`src/rtl/fifo_drain_ctrl.sv`:
```
// Read-side FIFO controller: issues pops, absorbs the FIFO's 1-cycle read latency and
// presents words in pop order on a valid/ready port backed by a 2-entry skid buffer.
module fifo_drain_ctrl #(
  parameter int DATA_WIDTH = 6,
  parameter int CNT_WIDTH  = 4
) (
  input  logic                  clk,
  input  logic                  reset_L,
  input  logic                  enable,
  input  logic                  fifo_empty,
  output logic                  fifo_rd,
  input  logic [DATA_WIDTH-1:0] fifo_data,
  input  logic                  out_ready,
  output logic                  out_valid,
  output logic [DATA_WIDTH-1:0] out_data,
  output logic [CNT_WIDTH-1:0]  words_sent,
  output logic                  idle
);

  localparam logic [1:0] IDLE  = 2'd0;
  localparam logic [1:0] RUN   = 2'd1;
  localparam logic [1:0] DRAIN = 2'd2;

  logic [1:0]            state_reg, state_next;
  logic [1:0]            count_reg, count_next;
  logic                  inflight_reg;
  logic [DATA_WIDTH-1:0] head_reg, head_next;
  logic [DATA_WIDTH-1:0] tail_reg, tail_next;
  logic [CNT_WIDTH-1:0]  sent_reg;
  logic                  hs;
  logic [2:0]            occupancy;

  assign out_valid  = (count_reg != 2'd0);
  assign out_data   = head_reg;
  assign words_sent = sent_reg;
  assign idle       = (state_reg == IDLE);
  assign hs         = out_valid & out_ready;

  // Words held after this edge, counting the one still in the FIFO's read pipeline.
  assign occupancy = {1'b0, count_reg} + {2'b00, inflight_reg} - {2'b00, hs};
  assign fifo_rd   = (state_reg == RUN) & ~fifo_empty & (occupancy < 3'd2);

  always_comb begin
    head_next  = head_reg;
    tail_next  = tail_reg;
    count_next = count_reg;
    case ({inflight_reg, hs})
      2'b10: begin
        if (count_reg == 2'd0) head_next = fifo_data;
        else                   tail_next = fifo_data;
        count_next = count_reg + 2'd1;
      end
      2'b01: begin
        head_next  = tail_reg;
        count_next = count_reg - 2'd1;
      end
      2'b11: begin
        // Simultaneous push and pop: the count is unchanged, the queue shifts.
        if (count_reg == 2'd2) begin
          head_next = tail_reg;
          tail_next = fifo_data;
        end else begin
          head_next = fifo_data;
        end
      end
      default: ;
    endcase
  end

  always_comb begin
    state_next = state_reg;
    case (state_reg)
      IDLE:  if (enable) state_next = RUN;
      RUN:   if (!enable) state_next = DRAIN;
      DRAIN: begin
        if (enable)                                    state_next = RUN;
        else if ((count_reg == 2'd0) && !inflight_reg) state_next = IDLE;
      end
      default: state_next = IDLE;
    endcase
  end

  always_ff @(posedge clk or negedge reset_L) begin
    if (!reset_L) begin
      state_reg    <= IDLE;
      count_reg    <= 2'd0;
      inflight_reg <= 1'b0;
      head_reg     <= '0;
      tail_reg     <= '0;
      sent_reg     <= '0;
    end else begin
      state_reg    <= state_next;
      count_reg    <= count_next;
      inflight_reg <= fifo_rd;
      head_reg     <= head_next;
      tail_reg     <= tail_next;
      if (hs) sent_reg <= sent_reg + CNT_WIDTH'(1);
    end
  end

endmodule

```
`config.mk`:
```
export PLATFORM = sky130hd
export DESIGN_NAME = fifo_drain_ctrl
export DESIGN_NICKNAME = d
export VERILOG_FILES = /design/src/rtl/fifo_drain_ctrl.sv
export SDC_FILE = /design/constraint.sdc
export NUM_CORES = 1
export LEC_CHECK = 0
export ABC_AREA = 1
export CAP_MARGIN = 20
export CORE_MARGIN = 4
export CORE_UTILIZATION = 60
export DETAILED_ROUTE_END_ITERATION = 12
export DONT_BUFFER_PORTS = 1
export PLACE_DENSITY = 0.77
export SYNTH_ARGS = -nofsm -noshare
export SYNTH_HDL_FRONTEND = slang
export SYNTH_SLANG_ARGS = --single-unit
```
`constraint.sdc`:
```
create_clock -name clk -period 6.2 [get_ports clk]
set_input_delay 0.93 -clock clk [delete_from_list [all_inputs] [get_ports clk]]
set_output_delay 0.93 -clock clk [all_outputs]
set_load 0.02 [all_outputs]
```
==> summary.md <==
| Metric | Value |
|---|---|
| Outcome | finished, final reports clean |
| Most used DFF post-synth | dfrtp_1 |
| # setup viols final | 0 |
| Sequential-to-total area share from yosys stat | 44.3% |
| PwrDens | 490 mW/mm^2 |
| IO buf count | 0 |
| Levels on crit path | 9 |
| Flop-to-flop setup slack | 3.17 ns |
| Ys async rst share | 100% |
| CTS max path bufs | 2 |
| Postcts setup bufs | 0 |
| Worst slew pin tran | 1.02 ns |
| Pins Over Slew Limit | 0 |
| CTS tree | done |
| Hold Path Class | in -> async |
| # resized after CTS | 0 |
| Starting DRC count in detailed routing | 47 |
| Antenna cell count | 0 |
| Worst slack, placed | 2.38 ns |
| Setup TNS | 0 ns |
| Largest net degree at the start of global routing | 22 |
| Worst Path Required | 5.27 ns |
| Worst Setup SP | count_reg[0] |
| Pre-Repair DR Iteration Count | 4 |
| Crit path max fanout | 9 |
| Vias in the first global route | 908 |
| Commonest cells in the netlist | nand2_1, dfrtp_1, nand3_1, nor2_1, inv_1 |
| Critical path's top delay family | simple AND/OR/NAND/NOR gates |
| DR WL/cell | 13.1 um |
| DRC Markers | 0 |
| Cell Chain, Critical Path | inv_2 -> nand2_4 -> nand2_4 -> ha_1 -> inv_1 -> nand2_1 -> fa_1 -> inv_1 -> nor4_1 |
| End point of the critical path | fifo_rd |
| Count leader, synth | nand2_1 |
| Area leader, netlist | dfrtp_1 |
| Post-layout min period | 4.08 ns |
| Area grow syn2layout | 4.43% |
| GRT Overall Usage | around a fifth |
| Detailed placer's ending HPWL | ~1.8 mm |
| Data arrival, critical path | 3.15 ns |
| Core Region | 0.00180 mm^2 |
| Initial antenna violation count | 0 |
| Worst Reg-to-Reg Cells | 9 |
| Antenna viol nets, final | 0 |
| GP Congestion | 0.832 |
| Clk Tree Root Cell | clkbuf_4 |
| Area taken by multi-input logic gates | 606 um^2 |
| H-tree Lvls | 1 |
| CTS Buf Count | 3 |
| Clock transition at the registers of the reported paths | approximately 0.11 ns |
| Via count | 976 |
| Number of enable flip-flop cells after synthesis | 0 |
| Avg Inst Size Synth | 8.07 um^2 |
| Share of layout cells above drive strength 1 | 11.3% |
| First-pass GRT wire length | around 4.0 mm |
| Synthesized area | 0.00119 mm^2 |
| Critical Path Start Type | flip-flop |
| Max Cap Viol | 0 |
| Ys Warns | 0 |
| Crit path buf inv count | 3 |
| Std-Cell Rows | 15 |
| Synth Register Bits | 21 |
| Skew-Pair Late Insertion Delay | 0.30 ns |
| Syn Inst Count | 147 |
| Post-synth top area share | 44.3% |
| Setup ws final | 2.12 ns |
| Slew margin rel. | 31.3% |
| Worst reg2reg path startpoint | count_reg[0] |
| Filler instances | 162 |
| Layout Skew | 0.00105 ns |
| X dimension of the die | 52.5 um |
| Part of the cycle the worst path needs | 65.7% |
| Clock sinks | 21 |
| Fmax | 245 MHz |
| Number of vias per cell | 5.58 |
| Critical Path Max Stage Delay | 0.86 ns |
| Congestion Overflow GR | 0 |
| Final #Nets | 165 |
| # hold bufs at CTS | 0 |
| # IOs | 24 |
| Leak Pwr | 0.623 nW |
| Die span in y | 52.5 um |
| CP max-delay cell | nor4_1 |
| Final Hold Fails | 0 |
| Final WL | 2.30 mm |
| Syn Nets | 161 |
| FF+latch area | 526 um^2 |
| Unrepaired setup endpoints after global routing | false |
| Initial Utilization | 65.8% |
| Area contributors post-synth | dfrtp_1, nand2_1, nand3_1, nor2_1, inv_1 |
| Peak supply drop | roughly 0.26 mV |
| Die area | 0.00275 mm^2 |
| Critical path capture point type | output port |
| Worst hold slack | slightly above 0.3 ns |
| Library cells used by synthesis | 26 |
| WS Path Type | reg -> out |
| RR Endpoint | inflight_reg |
## layout by cell type, fill, tap and decap left out, drive strengths merged
master,instances
o2111ai,1
nor3,1
nor4,1
a211oi,1
nand2,53
xnor2,3
ha,2
o21ai,4
xor2,2
a21oi,4
fa,1
clkinv,1
clkbuf,4
dfrtp,21
nor2,13
nand4,4
or2,3
nand3,19
inv,12
## metrics by stage
stage,power (W),std cells,area (um^2),utilization [%]
2_1_floorplan,0.000497,147,1190,-
3_3_place_gp,0.000534,171,1210,67.3
3_5_place_dp,0.000544,171,1210,67.3
4_1_cts,0.000612,175,1240,68.8
5_1_grt,0.000663,175,1240,68.8
6_report,0.000607,175,1240,68.8
## layout make-up
| class | count | share of cell area (%) |
|---|---|---|
| clock buffer | 4 | 2.12 |
| multi-input combinational | 112 | 48.9 |
| inverter | 13 | 4.04 |
| sequential | 21 | 42.4 |
| tap | 25 | 2.53 |
## per-layer routing
layer | vias up | global-route usage [%] | share of wire (%)
li1 | 480 | - | -
met1 | 440 | 27.6 | 44
met2 | 49 | 28.9 | 45
met3 | 7 | 3.99 | 8.5
met4 | 0 | 7.66 | 2.1
met5 | - | 0 | 0
## where the power goes
group | internal [W] | switching (W)
Combinational | 0.0000912 | 0.000147
Clock | 0.0000251 | 0.0000405
Sequential | 0.000198 | 0.000106
Total | 0.000314 | 0.000293
## worst min path at each step
stage,start,to,slack (ns),cells past startpoint
detailed placement,state_reg[1],state_reg[0],0.51,1
global route,reset_L,words_sent[3],0.28,0
finish,reset_L,words_sent[1],0.30,0
global placement,state_reg[1],state_reg[0],0.50,1
floorplan,state_reg[1],state_reg[0],0.47,1
CTS,reset_L,words_sent[3],0.29,0
## kinds of logic after synthesis
kind of cell,synth area share (%)
AO/OA/AOI/OAI,4.75
XOR/XNOR,3.69
adder cells (fa/ha/maj),3.80
buffers and inverters,4.64
flip-flops,44.3
AND/OR/NAND/NOR,38.8
## worst register-to-register path: stages (launching register included)
cell	delay (ns)
dfrtp_1	0.55
inv_2	0.10
nand2_4	0.19
nand2_4	0.12
ha_1	0.33
inv_1	0.10
nand2_1	0.07
fa_1	0.49
inv_1	0.04
nor4_1	0.86
Note: power is estimated with default switching activity, not from simulation.
